$ cat config.mk
export PLATFORM = sky130hd
export DESIGN_NAME = trg_run_ctrl
export DESIGN_NICKNAME = d
export VERILOG_FILES = /design/src/rtl/trg_pkg.sv /design/src/rtl/trg_baseline_accum.sv /design/src/rtl/trg_run_ctrl.sv
export SDC_FILE = /design/constraint.sdc
export NUM_CORES = 1
export LEC_CHECK = 0
export ABC_CLOCK_PERIOD_IN_PS = 3700
export BUFFER_PORTS_ARGS = -buffer_cell sky130_fd_sc_hd__buf_2
export CORE_MARGIN = 1.5
export CORE_UTILIZATION = 48
export CTS_BUF_LIST = sky130_fd_sc_hd__clkbuf_8
export DETAILED_ROUTE_END_ITERATION = 7
export GPL_TIMING_DRIVEN = 0
export PLACE_DENSITY = 0.84
export SETUP_SLACK_MARGIN = 0.1
export SLEW_MARGIN = 25
export SYNTH_ARGS = -nofsm -noshare
export SYNTH_HDL_FRONTEND = slang
export SYNTH_SLANG_ARGS = --single-unit
export TNS_END_PERCENT = 10
$ cat constraint.sdc
create_clock -name AXIS_ACLK -period 3.7 [get_ports AXIS_ACLK]
set_input_delay 1.11 -clock AXIS_ACLK [delete_from_list [all_inputs] [get_ports AXIS_ACLK]]
set_output_delay 1.11 -clock AXIS_ACLK [all_outputs]
set_load 0.01 [all_outputs]
$ cat src/rtl/trg_pkg.sv
// Shared definitions for the minimum-trigger datapath: EXEC_STATE codes, sample geometry,
// lane extraction and the run-sequencer state type. Used by the trigger block and trg_run_ctrl.
`ifndef TRG_LANE
`define TRG_LANE(data, idx, width) data[(idx)*16+15 -: (width)]
`endif

package trg_pkg;
    localparam int ADC_RESOLUTION_WIDTH = 12;
    localparam int S_AXIS_TDATA_WIDTH   = 128;
    localparam int SAMPLE_PER_TDATA     = S_AXIS_TDATA_WIDTH / 16;
    localparam int TIME_STAMP_WIDTH     = 16;
    localparam int LOG2_CALIB_WORDS     = 4;
    localparam int DRAIN_TIMEOUT        = 256;

    localparam logic [1:0] EXEC_INIT = 2'b00;
    localparam logic [1:0] EXEC_TRG  = 2'b11;

    typedef enum logic [1:0] {
        ST_IDLE  = 2'd0,
        ST_CALIB = 2'd1,
        ST_RUN   = 2'd2,
        ST_DRAIN = 2'd3
    } run_state_e;

    // Sample carried in the top bits of 16-bit lane idx.
    function automatic logic [ADC_RESOLUTION_WIDTH-1:0] lane_sample(
        input logic [S_AXIS_TDATA_WIDTH-1:0] data, input int idx);
        return `TRG_LANE(data, idx, ADC_RESOLUTION_WIDTH);
    endfunction
endpackage

$ cat src/rtl/trg_baseline_accum.sv
// Baseline calibration accumulator: sums every lane of each accepted word, counts 2^N words,
// and presents the rounded-down average alongside a done strobe on the final word.
module trg_baseline_accum #(
    parameter int ADC_W      = trg_pkg::ADC_RESOLUTION_WIDTH,
    parameter int DATA_W     = trg_pkg::S_AXIS_TDATA_WIDTH,
    parameter int LOG2_WORDS = trg_pkg::LOG2_CALIB_WORDS
) (
    input  logic              i_clk,
    input  logic              i_rst_n,
    input  logic              i_clear,
    input  logic              i_enable,
    input  logic [DATA_W-1:0] i_tdata,
    input  logic              i_tvalid,
    output logic              o_done,
    output logic [ADC_W-1:0]  o_average
);
    import trg_pkg::*;

    localparam int LANES     = DATA_W / 16;
    localparam int LANE_LOG2 = $clog2(LANES);
    localparam int ACC_W     = ADC_W + LANE_LOG2 + LOG2_WORDS;

    logic [ACC_W-1:0]      w_word_sum;
    logic [ACC_W-1:0]      w_acc_next;
    logic [ACC_W-1:0]      r_acc;
    logic [LOG2_WORDS-1:0] r_word_cnt;
    logic                  w_accept;

    always_comb begin
        w_word_sum = '0;
        for (int i = 0; i < LANES; i++) begin
            w_word_sum = w_word_sum + ACC_W'(`TRG_LANE(i_tdata, i, ADC_W));
        end
    end

    assign w_accept   = i_enable & i_tvalid;
    assign w_acc_next = r_acc + w_word_sum;
    assign o_done     = w_accept & (r_word_cnt == '1);
    // Including the current word lets the top latch the average on the same edge as the last accept.
    assign o_average  = ADC_W'(w_acc_next >> (LANE_LOG2 + LOG2_WORDS));

    always_ff @(posedge i_clk or negedge i_rst_n) begin
        if (!i_rst_n) begin
            r_acc      <= '0;
            r_word_cnt <= '0;
        end else if (i_clear) begin
            r_acc      <= '0;
            r_word_cnt <= '0;
        end else if (w_accept) begin
            r_acc      <= w_acc_next;
            r_word_cnt <= r_word_cnt + 1'b1;
        end
    end
endmodule

$ cat src/rtl/trg_run_ctrl.sv
// Run/calibration sequencer: IDLE -> CALIB -> RUN -> DRAIN -> IDLE, driving EXEC_STATE and BASELINE.
// Optional TRG_EVENT_COUNT_EN adds O_EVENT_COUNT (rising edges of I_START_TRG while running).
module trg_run_ctrl #(
    parameter int ADC_RESOLUTION_WIDTH = trg_pkg::ADC_RESOLUTION_WIDTH,
    parameter int S_AXIS_TDATA_WIDTH   = trg_pkg::S_AXIS_TDATA_WIDTH,
    parameter int TIME_STAMP_WIDTH     = trg_pkg::TIME_STAMP_WIDTH,
    parameter int LOG2_CALIB_WORDS     = trg_pkg::LOG2_CALIB_WORDS,
    parameter int DRAIN_TIMEOUT        = trg_pkg::DRAIN_TIMEOUT
) (
    input  logic                            AXIS_ACLK,
    input  logic                            AXIS_ARESETN,
    input  logic                            START_CMD,
    input  logic                            STOP_CMD,
    input  logic [S_AXIS_TDATA_WIDTH-1:0]   S_AXIS_TDATA,
    input  logic                            S_AXIS_TVALID,
    input  logic [TIME_STAMP_WIDTH-1:0]     CURRENT_TIME,
    input  logic                            I_START_TRG,
    input  logic                            I_FINALIZE_TRG,
    output logic [1:0]                      EXEC_STATE,
    output logic [ADC_RESOLUTION_WIDTH-1:0] BASELINE,
    output logic                            BASELINE_VALID,
    output logic                            RUN_ACTIVE,
    output logic [TIME_STAMP_WIDTH-1:0]     O_RUN_START_TIME,
    output logic                            O_DRAIN_TIMEOUT,
`ifdef TRG_EVENT_COUNT_EN
    output logic [31:0]                     O_EVENT_COUNT,
`endif
    output trg_pkg::run_state_e             o_dbg_state
);
    import trg_pkg::*;

    localparam int DRAIN_W = $clog2(DRAIN_TIMEOUT);

    run_state_e                      r_state;
    run_state_e                      w_state_next;
    logic                            w_clear_accum;
    logic                            w_calib_done;
    logic                            w_capture;
    logic                            w_drain_expire;
    logic [ADC_RESOLUTION_WIDTH-1:0] w_average;
    logic [DRAIN_W-1:0]              r_drain_cnt;
    logic [1:0]                      r_exec_state;
    logic [ADC_RESOLUTION_WIDTH-1:0] r_baseline;
    logic                            r_baseline_valid;
    logic                            r_run_active;
    logic [TIME_STAMP_WIDTH-1:0]     r_run_start_time;
    logic                            r_drain_timeout;

    trg_baseline_accum #(
        .ADC_W      (ADC_RESOLUTION_WIDTH),
        .DATA_W     (S_AXIS_TDATA_WIDTH),
        .LOG2_WORDS (LOG2_CALIB_WORDS)
    ) u_accum (
        .i_clk     (AXIS_ACLK),
        .i_rst_n   (AXIS_ARESETN),
        .i_clear   (w_clear_accum),
        .i_enable  (r_state == ST_CALIB),
        .i_tdata   (S_AXIS_TDATA),
        .i_tvalid  (S_AXIS_TVALID),
        .o_done    (w_calib_done),
        .o_average (w_average)
    );

    always_comb begin
        w_state_next   = r_state;
        w_clear_accum  = 1'b0;
        w_capture      = 1'b0;
        w_drain_expire = 1'b0;
        case (r_state)
            ST_IDLE: begin
                if (START_CMD && !STOP_CMD) begin
                    w_state_next  = ST_CALIB;
                    w_clear_accum = 1'b1;
                end
            end
            ST_CALIB: begin
                if (STOP_CMD) begin
                    w_state_next = ST_IDLE;
                end else if (w_calib_done) begin
                    w_state_next = ST_RUN;
                    w_capture    = 1'b1;
                end
            end
            ST_RUN: begin
                if (STOP_CMD) w_state_next = ST_DRAIN;
            end
            ST_DRAIN: begin
                // Trigger block is idle once neither a start nor a finalize is in flight.
                if (!I_START_TRG && !I_FINALIZE_TRG) begin
                    w_state_next = ST_IDLE;
                end else if (r_drain_cnt == DRAIN_W'(DRAIN_TIMEOUT - 1)) begin
                    w_state_next   = ST_IDLE;
                    w_drain_expire = 1'b1;
                end
            end
            default: w_state_next = ST_IDLE;
        endcase
    end

    always_ff @(posedge AXIS_ACLK or negedge AXIS_ARESETN) begin
        if (!AXIS_ARESETN) begin
            r_state          <= ST_IDLE;
            r_drain_cnt      <= '0;
            r_exec_state     <= EXEC_INIT;
            r_baseline       <= '0;
            r_baseline_valid <= 1'b0;
            r_run_active     <= 1'b0;
            r_run_start_time <= '0;
            r_drain_timeout  <= 1'b0;
        end else begin
            r_state         <= w_state_next;
            r_drain_cnt     <= (r_state == ST_DRAIN) ? r_drain_cnt + 1'b1 : '0;
            r_exec_state    <= (w_state_next == ST_RUN || w_state_next == ST_DRAIN) ? EXEC_TRG : EXEC_INIT;
            r_run_active    <= (w_state_next == ST_RUN || w_state_next == ST_DRAIN);
            r_drain_timeout <= w_drain_expire;
            if (w_capture) begin
                r_baseline       <= w_average;
                r_baseline_valid <= 1'b1;
                r_run_start_time <= CURRENT_TIME;
            end
        end
    end

`ifdef TRG_EVENT_COUNT_EN
    logic        r_start_trg_d;
    logic [31:0] r_event_cnt;

    always_ff @(posedge AXIS_ACLK or negedge AXIS_ARESETN) begin
        if (!AXIS_ARESETN) begin
            r_start_trg_d <= 1'b0;
            r_event_cnt   <= '0;
        end else begin
            r_start_trg_d <= I_START_TRG;
            if (w_clear_accum) begin
                r_event_cnt <= '0;
            end else if (r_run_active && I_START_TRG && !r_start_trg_d && (r_event_cnt != '1)) begin
                r_event_cnt <= r_event_cnt + 1'b1;
            end
        end
    end

    assign O_EVENT_COUNT = r_event_cnt;
`endif

    assign EXEC_STATE       = r_exec_state;
    assign BASELINE         = r_baseline;
    assign BASELINE_VALID   = r_baseline_valid;
    assign RUN_ACTIVE       = r_run_active;
    assign O_RUN_START_TIME = r_run_start_time;
    assign O_DRAIN_TIMEOUT  = r_drain_timeout;
    assign o_dbg_state      = r_state;
endmodule

Word level (Yosys, flattened, before mapping)
Cells that the tools add are included.

Bits in registers: 66. Output and inout bits: 35. Memory bits (read-only): 0. Input port bits: 151. Memories kept: 0. Logic and storage cells: 58. Bits in latches: 0. RAM bits: 0.

Muxes and demuxes: 21. Div/mod/pow operators: 0. Bitwise operators: 2. Reductions and logical operators: 8. Add/sub/neg operators: 10. Multiply operators: 0. Equal/unequal tests: 7. Shift-type cells: 0. Magnitude comparators: 0.

Operator list (number): adder 19 x 12 -> 19 bit (6); 2-to-1 mux 19 bit (2); adder 19 bit (1); 2-to-1 mux 2 bit (7); adder 12 x 12 -> 13 bit (1); adder 8 x 1 -> 8 bit (second input constant) (1); == test 2 bit (second input constant) (4); == test 8 bit (second input constant) (1); 2-to-1 mux 1 bit (8); 2-to-1 mux 4 bit (2); 2-to-1 mux 8 bit (1); one-hot mux 2 bit (4 select lines) (1); adder 4 x 1 -> 4 bit (second input constant) (1); == test 4 bit (second input constant) (1); logical NOT 1 bit (3); bitwise AND 1 bit (2); == test 2 x 1 -> 1 bit (second input constant) (1); logical AND 1 bit (2); logical NOT 2 bit (1); nonzero test 2 bit (1); logical OR 1 bit (1).

Longest topological paths before layout
Depth in word-level cells: 10. Depth in mapped cells: 23. Depth with buffers taken out: 22.

Modules after synthesis
Synthesis repeated with hierarchy kept, for this count alone.

Cell total of the unflattened synthesis: 526. Area total of the unflattened synthesis: 5616.6 um2.

Modules (own cells, without submodules): trg_baseline_accum (seq. area each 575.6 um2, area each 3975.1 um2, times used 1, cells an instance 410); trg_run_ctrl (seq. area each 1001.0 um2, area each 1641.6 um2, times used 1, cells an instance 116).

Least setup slack after synthesis
Ideal clock, no wire load.

Path kind: input to register. Start: in S_AXIS_TDATA[4]. End: reg r_baseline[7], in the netlist BASELINE[7]. Data arrival time: 6.280 ns. Data required time: 3.575 ns. Path buffers: 1. Setup time: 0.125 ns. Slack: -2.704 ns. Cell stages on the path: 23. Path through: ha_1 -> inv_1 -> fa_1 -> inv_1 -> a21o_1 -> a21oi_1 -> o211a_1 -> or3_1 -> xnor2_1 -> fa_1 -> inv_1 -> fa_1 -> fa_1 -> fa_1 -> inv_1 -> ha_1 -> clkbuf_1 -> a211oi_1 -> nor2_1 -> o31ai_1 -> nand2_1 -> xor2_1 -> mux2_2.

Word-level cells in the longest chain between the ends: 8.

RTL lines: start, declared (RTL line trg_run_ctrl.sv:14) `input logic [S_AXIS_TDATA_WIDTH-1:0] S_AXIS_TDATA,`; adder 12 x 12 -> 13 bit (RTL line trg_baseline_accum.sv:32) `` w_word_sum = w_word_sum + ACC_W'(`TRG_LANE(i_tdata, i, ADC_W)); ``; adder 19 x 12 -> 19 bit (6 in a row) (RTL line trg_baseline_accum.sv:32); adder 19 bit (RTL line trg_baseline_accum.sv:37) `assign w_acc_next = r_acc + w_word_sum;`; end signal, assigned (RTL line trg_run_ctrl.sv:117) `r_baseline <= w_average;`; end, declared (RTL line trg_run_ctrl.sv:43) `logic [ADC_RESOLUTION_WIDTH-1:0] r_baseline;`.

No other way between the ends. A chain may end at the register's enable or synchronous reset.

Worst setup path after layout
Start: in S_AXIS_TDATA[4]. End: reg u_accum.r_acc[15].

Word-level cells in the longest chain between the ends: 10.

RTL lines: adder 12 x 12 -> 13 bit (RTL line trg_baseline_accum.sv:32); adder 19 x 12 -> 19 bit (6 in a row) (RTL line trg_baseline_accum.sv:32); adder 19 bit (RTL line trg_baseline_accum.sv:37); 2-to-1 mux 19 bit (RTL line trg_baseline_accum.sv:49) `end else if (w_accept) begin`; 2-to-1 mux 19 bit (RTL line trg_baseline_accum.sv:46) `end else if (i_clear) begin`; end signal, assigned (RTL line trg_baseline_accum.sv:50) `r_acc <= w_acc_next;`; end, declared (RTL line trg_baseline_accum.sv:25) `logic [ACC_W-1:0] r_acc;`.

No other way between the ends. The select of a mux whose other input is x is not followed.

==> results.py <==
metrics = {
    "min_path": {
        "hold_start": "BASELINE_VALID$_DFFE_PN0P_",
        "min_path_cells": 1,
        "hp-class": "flop to flop",
        "hold_path_end": "BASELINE_VALID$_DFFE_PN0P_",
    },
    "critical_path": {
        "r2r_start": "u_accum.r_acc[2]$_DFFE_PN0P_",
        "criticalPathCategory": "input port to flop",
        "cp-start-kind": "input port",
        "crit_fanout": 5,
        "worstReg2RegEnd": "BASELINE[5]$_DFFE_PN0P_",
        "reg2reg_depth": 13,
        "r2r_slack_ns": -0.41,
        "cp.required_ns": 3.91,
        "worstSetupEndpointType": "flop",
        "arrival_ns": 6.34,
    },
    "clock_tree": {
        "clk_pin_slew_worst_paths_ns": 0.06,
        "ctsRootBufferMaster": "clkbuf_8",
        "cts_hold_buf": 0,
        "cts_tree": "done",
        "h-tree-depth": 3,
        "clock_latency_ns": 0.34,
        "cts_buffer_depth": 2,
        "clock_sinks": 64,
        "cts_buffers": 9,
    },
    "yosys": {
        "synth_area_leaders": "dfrtp_1 (27%), fa_1 (25%), ha_1 (8.6%)",
        "synth_cell_types": 57,
        "synth_warnings": 0,
        "netlist_top_cells_count": "inv_1 (113), nand2_1 (80), fa_1 (72)",
        "syn_avg_cell_area_um2": 9.65,
        "syn_inst": 604,
        "synthMostInstantiatedCell": "inv_1",
        "synth_top_cell_by_area": "dfrtp_1",
        "synthesis.area_um2": 5830,
        "synthFlopType": "dfrtp_1",
        "synthArstFlopShare_pct": 100,
        "synth_top_area_share_pct": 27.5,
        "synth_edf_count": 0,
        "syn-num-nets": 867,
        "synth_seq_cells": 64,
        "yosysSeqAreaShare_pct": 27.5,
    },
    "timing": {
        "finalHoldViolations": 0,
        "finalCritPeriodShare_pct": 166,
        "final.setup.worst_slack_ns": -2.43,
        "worst_slew_pin_slew_ns": 0.685,
        "slew_headroom_pct": 54.2,
        "slew_viol_final": 0,
        "tns_ns": -55.59,
        "hold-worst-slack_ns": 0.462,
        "post-route-min-period_ns": 6.13,
        "rsz0062_at_grt": "yes",
        "setup_viol": 30,
        "fmax_mhz": 163,
        "finClkSkew_ns": 0.0113,
    },
    "global_route": {
        "globalRouteMet1Util_pct": 24.9,
        "use_met3_pct": 3.96,
        "grt_util_all_layers_pct": 20.7,
        "grt_max_degree": 44,
        "met2_usage_pct": 37.5,
        "grt_pass1_wl_mm": 21.2,
        "grt-ovfl-total": 0,
        "grt_pass1_vias": 4791,
        "antenna_found_initial": 0,
        "top_usage_layer": "met2",
    },
    "floorplan": {
        "die_h_um": 113,
        "die_area_um2": 12800,
        "row_count": 40,
        "die_x_um": 113,
        "io_pins": 186,
        "core_area_um2": 11900,
        "initial_core_util_pct": 48.9,
    },
    "outcome": {
        "violations": "negative setup slack",
        "status": "finished with violations",
    },
    "detailed_routing": {
        "drtIter0Drc": 264,
        "vias_per_cell": 5.16,
        "first_pass_iters": 4,
        "wl_mm": 13.0,
        "dr_total_vias": 4813,
        "wl_per_cell_um": 13.9,
        "ant_nets": 0,
        "drc_errors": 0,
    },
    "place": {
        "gp_congestion": 0.882,
        "detailed_place_hpwl_mm": 10.0,
        "portBuffers": 153,
    },
    "finish": {
        "final_nets": 1043,
        "drive_gt1_share_pct": 34.0,
        "antenna_cells": 0,
        "area_growth_syn_to_layout_pct": 27.7,
        "final_core_util_pct": 62.5,
    },
    "flow_run": {
        "drv_cap": 0,
    },
}
## kinds of logic after synthesis
| group | share of synthesized area [%] |
|---|---|
| AO/OA/AOI/OAI | 12.1 |
| buffers and inverters | 8.80 |
| flip-flops | 27.5 |
| AND/OR/NAND/NOR | 13.0 |
| multiplexers | 1.55 |
| adder cells (fa/ha/maj) | 33.3 |
| XOR/XNOR | 3.76 |
## flip-flops by register name (all words and copies together) (netlist names)
register and cells:
BASELINE_VALID 1, O_DRAIN_TIMEOUT 1, u_accum.r_word_cnt 4, BASELINE 12, o_dbg_state 2, EXEC_STATE 1, O_RUN_START_TIME 16, u_accum.r_acc 19
r_drain_cnt 8
## cells in the final DEF, fill, tap and decap left out, drive strengths merged, types with 4 or more instances in the layout
cell type,synthesis,final
a211oi,5,5
a21o,9,9
a21oi,19,19
a22o,12,12
and3,9,9
buf,9,177
clkbuf,8,14
dfrtp,64,64
fa,72,72
ha,40,40
inv,113,116
mux2,8,8
nand2,80,80
nand2b,5,5
nand3,13,13
nor2,33,33
nor3,11,11
o211ai,5,5
o21ai,14,14
o21bai,4,4
o31ai,8,8
or3,4,4
xnor2,14,14
xor2,11,11
## timing repair
action	CTS	global route
resized for setup	25	42
setup buffers	4	7
setup endpoints to repair	30	30
pin swaps	35	32
## critical path: stages
cell,delay [ns]
buf_6,0.07
ha_4,0.13
inv_2,0.03
fa_2,0.34
inv_2,0.05
a21o_1,0.12
a21oi_2,0.06
o211a_1,0.25
or3_4,0.42
xnor2_2,0.15
fa_2,0.53
inv_2,0.04
fa_2,0.53
fa_2,0.44
fa_2,0.54
inv_2,0.04
ha_4,0.21
buf_4,0.16
nand2_4,0.08
or2_1,0.13
nor3_2,0.06
o41ai_2,0.43
nor3b_4,0.32
o31ai_2,0.08
## final cells by class
type / count / area [um2]
plain buffers: 17 / 109
clock buffers: 9 / 124
clock inverters: 7 / 56.3
fillers: 975 / 4470
inverters: 113 / 424
multi-input cells: 410 / 4050
flip-flops and latches: 64 / 1600
well taps: 147 / 184
repair buffers: 165 / 898
## routing by layer
metal  vias to the layer above  wire length [um]
li1                       2308                 -
met1                      2358              5210
met2                       127              6950
met3                        20               600
met4                         0               207
met5                         -                 0
## metrics by stage
stage	area (um2)	std cells	worst slack (ns)
after floorplan	5920	604	-2.30
after global placement	6870	904	-2.83
after detailed placement	6900	905	-2.91
after CTS	7230	925	-2.33
after global routing	7440	932	-2.61
final	7440	932	-2.43
## how the worst max path moves through the flow
stage	from	to	slack, ns	cells after the start
3_3_place_gp	S_AXIS_TDATA[5]	u_accum.r_acc[18]$_DFFE_PN0P_	-2.83	22
3_5_place_dp	S_AXIS_TDATA[5]	u_accum.r_acc[18]$_DFFE_PN0P_	-2.91	22
2_1_floorplan	S_AXIS_TDATA[4]	BASELINE[7]$_DFFE_PN0P_	-2.30	23
5_1_grt	S_AXIS_TDATA[4]	u_accum.r_acc[15]$_DFFE_PN0P_	-2.61	23
6_report	S_AXIS_TDATA[4]	u_accum.r_acc[15]$_DFFE_PN0P_	-2.43	24
4_1_cts	S_AXIS_TDATA[4]	BASELINE[7]$_DFFE_PN0P_	-2.33	24
Power is not shown: default switching activity piles up to over one toggle a cycle in this logic, so the estimate is an artifact.
